<file path="config.mk">
export PLATFORM = sky130hd
export DESIGN_NAME = conv_result_packer_flat
export DESIGN_NICKNAME = d
export VERILOG_FILES = /design/src/rtl/conv_result_packer_if.sv /design/src/rtl/conv_result_packer.sv /design/src/flat_wrapper.sv
export SDC_FILE = /design/constraint.sdc
export NUM_CORES = 1
export LEC_CHECK = 0
export CORE_MARGIN = 1
export CORE_UTILIZATION = 48
export DETAILED_ROUTE_END_ITERATION = 6
export PLACE_DENSITY = 0.85
export SLEW_MARGIN = 20
export SYNTH_ARGS = -nofsm -noshare
export SYNTH_HDL_FRONTEND = slang
export SYNTH_SLANG_ARGS = --single-unit
</file>
<file path="constraint.sdc">
create_clock -name clk -period 2.1 [get_ports clk]
set_input_delay 0.42 -clock clk [delete_from_list [all_inputs] [get_ports clk]]
set_output_delay 0.42 -clock clk [all_outputs]
set_load 0.02 [all_outputs]
</file>
<file path="src/rtl/conv_result_packer_if.sv">
`default_nettype none
// ============================================================================
// conv_result_packer_if : tile input / SRAM write / status bundle
// Rev 1.0
// ============================================================================
interface conv_result_packer_if #(
   parameter int ADDR_W = 12
);
   logic              start;
   logic [ADDR_W-1:0] base_addr;
   logic              in_valid;
   logic [3:0]        in_tile;
   logic              in_ready;
   logic              flush;
   logic [ADDR_W-1:0] dut_sram_write_address;
   logic [15:0]       dut_sram_write_data;
   logic              dut_sram_write_enable;
   logic              busy;
   logic              done;
   logic              wrap;

   modport slave (
      input  start, base_addr, in_valid, in_tile, flush,
      output in_ready, dut_sram_write_address, dut_sram_write_data,
             dut_sram_write_enable, busy, done, wrap
   );

   modport master (
      output start, base_addr, in_valid, in_tile, flush,
      input  in_ready, dut_sram_write_address, dut_sram_write_data,
             dut_sram_write_enable, busy, done, wrap
   );
endinterface
`default_nettype wire

</file>
<file path="src/rtl/conv_result_packer.sv">
`default_nettype none
// ============================================================================
// conv_result_packer : packs four 2x2 result tiles per 16-bit SRAM word
// Rev 1.0
// ============================================================================
module conv_result_packer #(
   parameter int ADDR_W = 12
) (
   input  logic                  clk,
   input  logic                  reset_b,
   conv_result_packer_if.slave   bus
);
   typedef enum logic [1:0] {
      S_IDLE    = 2'd0,
      S_COLLECT = 2'd1,
      S_WRITE   = 2'd2,
      S_DONE    = 2'd3
   } state_t;

   state_t            state_q, state_d;
   logic [ADDR_W-1:0] addr_q, addr_d;
   logic [15:0]       word_q, word_d;
   logic [2:0]        count_q, count_d;
   logic              wrap_q, wrap_d;
   logic              flush_pend_q, flush_pend_d;

   always_ff @(posedge clk) begin
      if (reset_b) begin
         state_q      <= S_IDLE;
         addr_q       <= '0;
         word_q       <= '0;
         count_q      <= '0;
         wrap_q       <= 1'b0;
         flush_pend_q <= 1'b0;
      end else begin
         state_q      <= state_d;
         addr_q       <= addr_d;
         word_q       <= word_d;
         count_q      <= count_d;
         wrap_q       <= wrap_d;
         flush_pend_q <= flush_pend_d;
      end
   end

   always_comb begin
      state_d      = state_q;
      addr_d       = addr_q;
      word_d       = word_q;
      count_d      = count_q;
      wrap_d       = wrap_q;
      flush_pend_d = flush_pend_q;

      case (state_q)
         S_IDLE: begin
            if (bus.start) begin
               state_d      = S_COLLECT;
               addr_d       = bus.base_addr;
               word_d       = '0;
               count_d      = '0;
               wrap_d       = 1'b0;
               flush_pend_d = 1'b0;
            end
         end
         S_COLLECT: begin
            if (bus.in_valid) begin
               word_d[{count_q[1:0], 2'b00} +: 4] = bus.in_tile;
               count_d                            = count_q + 3'd1;
            end
            // A same-cycle tile is counted before the flush decision
            if (count_d == 3'd4) begin
               state_d      = S_WRITE;
               flush_pend_d = bus.flush;
            end else if (bus.flush) begin
               if (count_d != 3'd0) begin
                  state_d      = S_WRITE;
                  flush_pend_d = 1'b1;
               end else begin
                  state_d = S_DONE;
               end
            end
         end
         S_WRITE: begin
            addr_d       = addr_q + 1'b1;
            word_d       = '0;
            count_d      = '0;
            flush_pend_d = 1'b0;
            if (&addr_q) begin
               wrap_d = 1'b1;
            end
            state_d = (flush_pend_q || bus.flush) ? S_DONE : S_COLLECT;
         end
         S_DONE: begin
            state_d = S_IDLE;
         end
         default: begin
            state_d = S_IDLE;
         end
      endcase
   end

   assign bus.in_ready               = (state_q == S_COLLECT);
   assign bus.dut_sram_write_enable  = (state_q == S_WRITE);
   assign bus.dut_sram_write_address = addr_q;
   assign bus.dut_sram_write_data    = word_q;
   assign bus.busy                   = (state_q != S_IDLE);
   assign bus.done                   = (state_q == S_DONE);
   assign bus.wrap                   = wrap_q;

endmodule
`default_nettype wire

</file>
<file path="src/flat_wrapper.sv">
// flat-port wrapper written by rule: the top's interface ports become plain ports
module conv_result_packer_flat 
#(
   parameter int ADDR_W = 12
)
  (clk, reset_b, bus_start, bus_base_addr, bus_in_valid, bus_in_tile, bus_flush, bus_in_ready, bus_dut_sram_write_address, bus_dut_sram_write_data, bus_dut_sram_write_enable, bus_busy, bus_done, bus_wrap);
  conv_result_packer_if #(.ADDR_W(ADDR_W)) bus_i ();
  input  logic clk;
  input  logic reset_b;
  input wire logic [$bits(bus_i.start)-1:0] bus_start;
  input wire logic [$bits(bus_i.base_addr)-1:0] bus_base_addr;
  input wire logic [$bits(bus_i.in_valid)-1:0] bus_in_valid;
  input wire logic [$bits(bus_i.in_tile)-1:0] bus_in_tile;
  input wire logic [$bits(bus_i.flush)-1:0] bus_flush;
  output wire logic [$bits(bus_i.in_ready)-1:0] bus_in_ready;
  output wire logic [$bits(bus_i.dut_sram_write_address)-1:0] bus_dut_sram_write_address;
  output wire logic [$bits(bus_i.dut_sram_write_data)-1:0] bus_dut_sram_write_data;
  output wire logic [$bits(bus_i.dut_sram_write_enable)-1:0] bus_dut_sram_write_enable;
  output wire logic [$bits(bus_i.busy)-1:0] bus_busy;
  output wire logic [$bits(bus_i.done)-1:0] bus_done;
  output wire logic [$bits(bus_i.wrap)-1:0] bus_wrap;
  assign bus_i.start = bus_start;
  assign bus_i.base_addr = bus_base_addr;
  assign bus_i.in_valid = bus_in_valid;
  assign bus_i.in_tile = bus_in_tile;
  assign bus_i.flush = bus_flush;
  assign bus_in_ready = bus_i.in_ready;
  assign bus_dut_sram_write_address = bus_i.dut_sram_write_address;
  assign bus_dut_sram_write_data = bus_i.dut_sram_write_data;
  assign bus_dut_sram_write_enable = bus_i.dut_sram_write_enable;
  assign bus_busy = bus_i.busy;
  assign bus_done = bus_i.done;
  assign bus_wrap = bus_i.wrap;
  conv_result_packer #(.ADDR_W(ADDR_W)) u_core (.clk(clk), .reset_b(reset_b), .bus(bus_i));
endmodule
</file>
Yosys cells after proc, flatten, opt, wreduce, memory -nomap -nowiden:

Cells that the tools add are included.

* register bits: 35
* latch bits: 0
* RAM bits: 0
* memory bits (read-only): 0
* output and inout port bits: 33
* memories: 0

* add/subtract/negate cells: 3
* $mul: 0
* div/mod/pow operators: 0
* $lt $le $gt $ge: 0
* equal/unequal tests: 9
* shifts and indexed selects: 2
* mux-type cells: 23
* bitwise logic cells: 0
* reductions and logical operators: 13

Operators by type and width (count)
* $pmux W16 S3: 1
* $mux W16: 2
* $pmux W12 S2: 1
* $bwmux W16: 1
* $shift A4 B6 Y16 const A: 1
* $shiftx A4 B6 Y16: 1
* $add A12 B1 Y12 const B: 1
* $mux W12: 1
* $reduce_and A12 Y1: 1
* $mux W3: 3
* $pmux W3 S3: 1
* $mux W2: 4
* $pmux W2 S4: 1
* $mux W1: 6
* $neg A4 Y6: 1
* $reduce_and A2 Y1: 3
* $reduce_and A3 Y1: 2
* $reduce_bool A3 Y1: 2
* $eq A2 B2 Y1 const B: 2
* $ne A2 B2 Y1 const B: 2
* $reduce_and A4 Y1: 1
* $reduce_bool A2 Y1: 2
* $add A3 B1 Y3 const B: 1
* $eq A3 B3 Y1 const B: 1
* other kinds (8): 8

Longest topological paths before layout:

* depth in word-level cells: 8
* gate-level depth with buffers: 7

Worst setup path after synthesis:

OpenSTA, ideal clock, no wires.

* kind: register to register
* start: reg u_core.count_q[0]
* end: reg u_core.word_q[10] (netlist: u_core.bus.dut_sram_write_data[10])
* library setup time: 65 ps
* data arrival time: 1649 ps
* slack: 386 ps
* stages on the path, launching flop included: 8
* period minus slack after synthesis: 1714 ps
* cell sequence: dfxtp_1 > buf_2 > inv_1 > ha_1 > nand4b_1 > nor4b_4 > a22oi_1 > nor2_1

* longest elaborated chain between the ends: 5
* elaborated cells between the ends (all ways): 6
* classes of those cells: 1 x add/sub; 2 x shift; 3 x mux

Ends and longest elaborated chain
* start, declared: line conv_result_packer.sv:23 `logic [2:0] count_q, count_d;`
* start signal, assigned: line conv_result_packer.sv:39 `count_q <= count_d;`
* $neg A4 Y6 (*): line conv_result_packer.sv:66 `word_d[{count_q[1:0], 2'b00} +: 4] = bus.in_tile;`
* $shiftx A4 B6 Y16 or $shift A4 B6 Y16 (tied branches): line conv_result_packer.sv:66
* $bwmux W16 (*): line conv_result_packer.sv:66
* $mux W16 (*): line conv_result_packer.sv:65 `if (bus.in_valid) begin`
* $pmux W16 S3 (*): line conv_result_packer.sv:53 `case (state_q)`
* end signal, assigned: line conv_result_packer.sv:38 `word_q <= word_d;`
* end, declared: line conv_result_packer.sv:22 `logic [15:0] word_q, word_d;`

Mark *: on every way between the ends. The rest lies on a longest branch, timed or not. The select of a mux whose other input is x is not followed.
A chain may end at the register's enable or synchronous reset.

Worst setup path after layout:

* start: reg u_core.state_q[0]
* end: out bus_dut_sram_write_enable

* longest elaborated chain between the ends: 1

Ends and longest elaborated chain
* start, declared: line conv_result_packer.sv:20 `state_t state_q, state_d;`
* start signal, assigned: line conv_result_packer.sv:36 `state_q <= state_d;`
* $eq A2 B2 Y1: line conv_result_packer.sv:102 `assign bus.dut_sram_write_enable = (state_q == S_WRITE);`
* end, declared: line flat_wrapper.sv:18 `output wire logic [$bits(bus_i.dut_sram_write_enable)-1:0] bus_dut_sram_write_enable;`

No other way between the ends.

==> flow_summary.json <==
{
  "cts_tree": "built",
  "grt_pass1_vias": 1764,
  "crit_start": "u_core.state_q[0]$_SDFFE_PP0P_",
  "die_w_um": 65.2,
  "die_h_um": 65.2,
  "rsz0062_at_grt": "no",
  "grt_max_degree": 17,
  "worstSetupEndpointType": "primary output",
  "crit_type": "reg2out",
  "hold_violations": 0,
  "max_cap_violations": 0,
  "crit-reg2reg-launch": "u_core.count_q[1]$_SDFFE_PP0P_",
  "clock.fmax_mhz": 501,
  "die_area_mm2": 0.00425,
  "syn_nets": 245,
  "worstMarginPinSlew_ns": 0.554,
  "hpwl_um": 3610,
  "cts_hold_buf": 0,
  "setup_tns_ns": 0,
  "num-fill-cells": 308,
  "min_period_ns": 2.00,
  "yosysWarnings": 0,
  "core_mm2": 0.00374,
  "synthArstFlopShare": 0,
  "synth-edff-count": 0,
  "crit_family": "buffers and inverters",
  "cts-resized-gates": 1,
  "yosysTopAreaCellShare": 0.365,
  "yosysUniqueCellTypes": 53,
  "worstHoldStart": "u_core.bus.dut_sram_write_data[2]$_SDFFE_PP0P_",
  "grt.overflow.total": 0,
  "clk_pin_slew_ns": 0.07,
  "final_util": 0.697,
  "vias": 1832,
  "htreeDepth": 2,
  "firstDrtPassIters": 4,
  "root_buffer": "clkbuf_8",
  "synth_area_leaders": "dfxtp_1, nor2_1, ha_1",
  "crit_fanout": 10,
  "regArea_um2": 703,
  "crit_arrival_ns": 1.58,
  "io_pins": 54,
  "worst-path-buf-inv": 2,
  "critPathMaxStageDelay_ns": 0.59,
  "place_congestion": 0.891,
  "port_buffers": 53,
  "finalSetupViolCount": 0,
  "synth_top_area_cell": "dfxtp_1",
  "antenna_found_initial": 0,
  "maxSlewViolCount": 0,
  "syn_to_final_growth_pct": 36.1,
  "drive_above_1_share": 0.144,
  "finalNetCount": 303,
  "fin_worst_skew_ns": 0.00827,
  "finalCritPeriodShare": 0.951,
  "synth_flop_cell": "dfxtp_1",
  "crit_chain": "nand2b_2, inv_2, clkdlybuf4s50_1",
  "outcome": "finished clean",
  "hold_path.class": "reg2reg",
  "multiInputGateArea_mm2": 0.00109,
  "cp.required_ns": 1.68,
  "crit_path_start_kind": "register",
  "clkLatencyLatePin_ns": 0.30,
  "syn_inst": 218,
  "clk_path_buf_depth": 2,
  "powerDensity_mw_per_mm2": 676,
  "start_util": 0.512,
  "final_common_cell": "clkdlybuf4s50_1",
  "ant_nets": 0,
  "avgSynthCellArea_um2": 8.80,
  "ys_ff_latch": 35,
  "ys_seq_area_frac": 0.365,
  "grt_pass1_wl_um": 7980,
  "wl_per_cell_um": 15.2,
  "layout_common_cells": "clkdlybuf4s50_1, dfxtp_1, nor2_1",
  "cts_buffers": 5,
  "placement_rows": 22,
  "slowest_stage": "clkdlybuf4s50_1",
  "drc_errors": 0,
  "drt_iter0_drc": 149,
  "totalWireLength_um": 4930,
  "synth.cell_area_mm2": 0.00192,
  "power_leakage_nw": 0.962,
  "cts_setup_buffers": 0,
  "diodes": 0,
  "relSlewSlack": 0.630,
  "viasPerCell": 5.64,
  "clock_sinks": 35,
  "track_usage": 0.245,
  "peakVddDrop_uv": 347
}
-- cells in the mapped netlist (2+ instances only) --
cell type and count:
buf_4 3, nand4b_1 3, or3_1 3, o21ai_0 7, a22oi_1 5, nand2b_1 5
ha_1 6, buf_6 3, a31oi_1 7, a221oi_1 3, a211oi_1 7, a311oi_1 2
nand2_1 12, or2_2 4, o22ai_1 4, xnor2_1 3, inv_1 8, nor3b_1 4
clkbuf_1 3, nor2_1 23, o21bai_1 2, dfxtp_1 35, nor3_2 2, a21oi_1 11
mux2i_1 5, buf_2 3, nor3_1 12, nand3_1 8
-- per-stage QoR --
step / std cells / power [mW] / setup WS (ns) / instance area [um2] / hold slack [ns]
floorplan: 218 / 1.05 / 0.386 / 1920 / 0.459
global placement: 317 / 1.22 / 0.132 / 2500 / 0.462
detailed placement: 317 / 1.23 / 0.0332 / 2500 / 0.464
CTS: 325 / 1.77 / 0.0341 / 2610 / 0.479
global route: 325 / 1.85 / 0.0168 / 2610 / 0.492
finish: 325 / 1.76 / 0.103 / 2610 / 0.474
-- report_power, final --
part	internal [mW]	switching, mW
Combinational	0.220	0.247
Clock	0.299	0.240
Sequential	0.705	0.0526
-- per-layer routing --
metal,wire [um],GRT usage,part of all wire,vias up
li1,-,-,-,911
met1,2050,0.281,0.42,838
met2,2400,0.410,0.49,73
met3,388,0.0955,0.079,10
met4,88,0.0870,0.018,0
met5,0,0,0,-
-- kinds of logic (layout without fill, tap and decap cells) --
family          count (synthesis)  in the layout  synth area share
xor+xnor                        4              4            0.0183
simple gates                   88             88             0.273
fa+ha+maj                       6              6            0.0391
mux                             5              5            0.0261
compound gates                 57             57             0.212
buf+inv                        23             82            0.0659
flops                          35             35             0.365
-- final timing paths --
path	to	cells past startpoint	slack, ns
max	bus_dut_sram_write_enable	3	0.10
min	u_core.bus.dut_sram_write_data[2]$_SDFFE_PP0P_	2	0.47
max reg2reg	u_core.bus.dut_sram_write_data[9]$_SDFFE_PP0P_	6	0.29
min reg2reg	u_core.bus.dut_sram_write_data[2]$_SDFFE_PP0P_	2	0.47
-- tightest hold or removal path: stages (launching register included) --
cell and delay (ns):
dfxtp_1 0.32, nand2b_1 0.06, a21oi_1 0.05
-- flip-flops by register name, indices dropped and copies added, names as in the netlist --
register / flops
u_core.bus.dut_sram_write_address: 12
u_core.bus.dut_sram_write_data: 16
u_core.bus.wrap: 1
u_core.count_q: 3
u_core.flush_pend_q: 1
u_core.state_q: 2
-- cell type report --
| class | count | share of cell area |
|---|---|---|
| Tap cell | 48 | 0.0230 |
| Timing Repair Buffer | 64 | 0.236 |
| Sequential cell | 35 | 0.269 |
| Multi-Input combinational cell | 160 | 0.418 |
| Inverter | 10 | 0.0153 |
| Clock buffer | 8 | 0.0384 |
Power figures use the tool's default switching activity.
==> RTL edit (same flow settings) <==
Re-encode `state_t` (4 states) as one-hot, 4 bits wide.
--- a/src/rtl/conv_result_packer.sv
+++ b/src/rtl/conv_result_packer.sv
@@ -10,11 +10,11 @@
    input  logic                  reset_b,
    conv_result_packer_if.slave   bus
 );
-   typedef enum logic [1:0] {
-      S_IDLE    = 2'd0,
-      S_COLLECT = 2'd1,
-      S_WRITE   = 2'd2,
-      S_DONE    = 2'd3
+   typedef enum logic [3:0] {
+      S_IDLE    = 4'b0001,
+      S_COLLECT = 4'b0010,
+      S_WRITE   = 4'b0100,
+      S_DONE    = 4'b1000
    } state_t;
 
    state_t            state_q, state_d;
Function: no difference found for any inputs over 10 cycles, from zero or initial values and one cycle with reset_b high; not proved beyond that.
==> RTL edit against the unedited design <==
Design area up 4.8%. Fmax decreased by 1.7%. Die area fell by 0.64%. Non-clock buffer count up 14. Critical path type unchanged. Synthesized area shrank 0.65%. Total power decreased by 12%. Final cell count increased by 7.7%. Combinational power fell by 31%. Wire length rose by 6.9%. Clock power shrank 13%. Setup slack got worse by 0.034 ns. Synthesized cell count is 4.1% higher. Sequential cell count is 2 higher.
==> RTL edit: results <==
[route]
wl_met1_um = 2360
met2_length_um = 2470
wl_met3_um = 355

[global_routing]
grt_usage = 0.263
grt_pass1_vias = 1901
grt_pass1_wl_um = 8400

[power_and_ir_drop]
power_mw = 1.55
comb-power_mw = 0.324
leakagePower_nw = 0.980

[placement]
place_inst = 342
place_ws_ns = -0.000977
placed_cell_area_mm2 = 0.00263
detailed_place_hpwl_um = 3780
finalWeightedCongestion = 0.836

[layout]
nMultiInputCombCells = 169
fin_nets = 328
n_all_buffers = 78
drive_above_1_share = 0.126
sh_seq_area = 0.271
fin_cells = 350
buf_share = 0.259
fill_cells = 299

[synthesis]
synthXorXnorAreaFrac = 0.00919
synth_commonest_cells = "37 x dfxtp_1, 27 x nand3_1, 22 x a21oi_1, 15 x nand2_1, 13 x o211ai_1"
synthAdderAreaFrac = 0.0394
ys_seq_area_frac = 0.389
synthDistinctLibCells = 49
synthCells = 227
synth-seq-cells = 37
synth_mux_area_frac = 0

[setup_path]
slowest_delay_ns = 0.57
path_max_fanout = 4
crit_family = "simple AND/OR/NAND/NOR gates"

[status]
status = "completed"

[sta]
skew_ns = 0.00242
==> RTL edit: cell count changes after synthesis, sizes merged, moves of 7 or more <==
cell / unedited run / this run
nand3: 8 / 27
nor2: 24 / 7
o211ai: 0 / 13
a21oi: 11 / 22
nor3: 14 / 4
buf: 10 / 3
==> RTL edit: final timing paths <==
path,start,to,cells after the start
worst min-delay path,u_core.bus.dut_sram_write_data[2]$_SDFFE_PP0P_,u_core.bus.dut_sram_write_data[2]$_SDFFE_PP0P_,2
worst max-delay path,u_core.state_q[3]$_SDFFE_PP0P_,bus_dut_sram_write_enable,3
worst max register to register,u_core.state_q[3]$_SDFFE_PP0P_,u_core.bus.dut_sram_write_address[7]$_SDFFE_PP0P_,6
worst min register to register,u_core.bus.dut_sram_write_data[2]$_SDFFE_PP0P_,u_core.bus.dut_sram_write_data[2]$_SDFFE_PP0P_,2
==> RTL edit: repair_timing <==
action | in CTS | in global routing
setup endpoints to repair | 4 | 6
gates resized for setup | 7 | 5
setup buffers | 0 | 0
hold endpoints to repair | 0 | 0
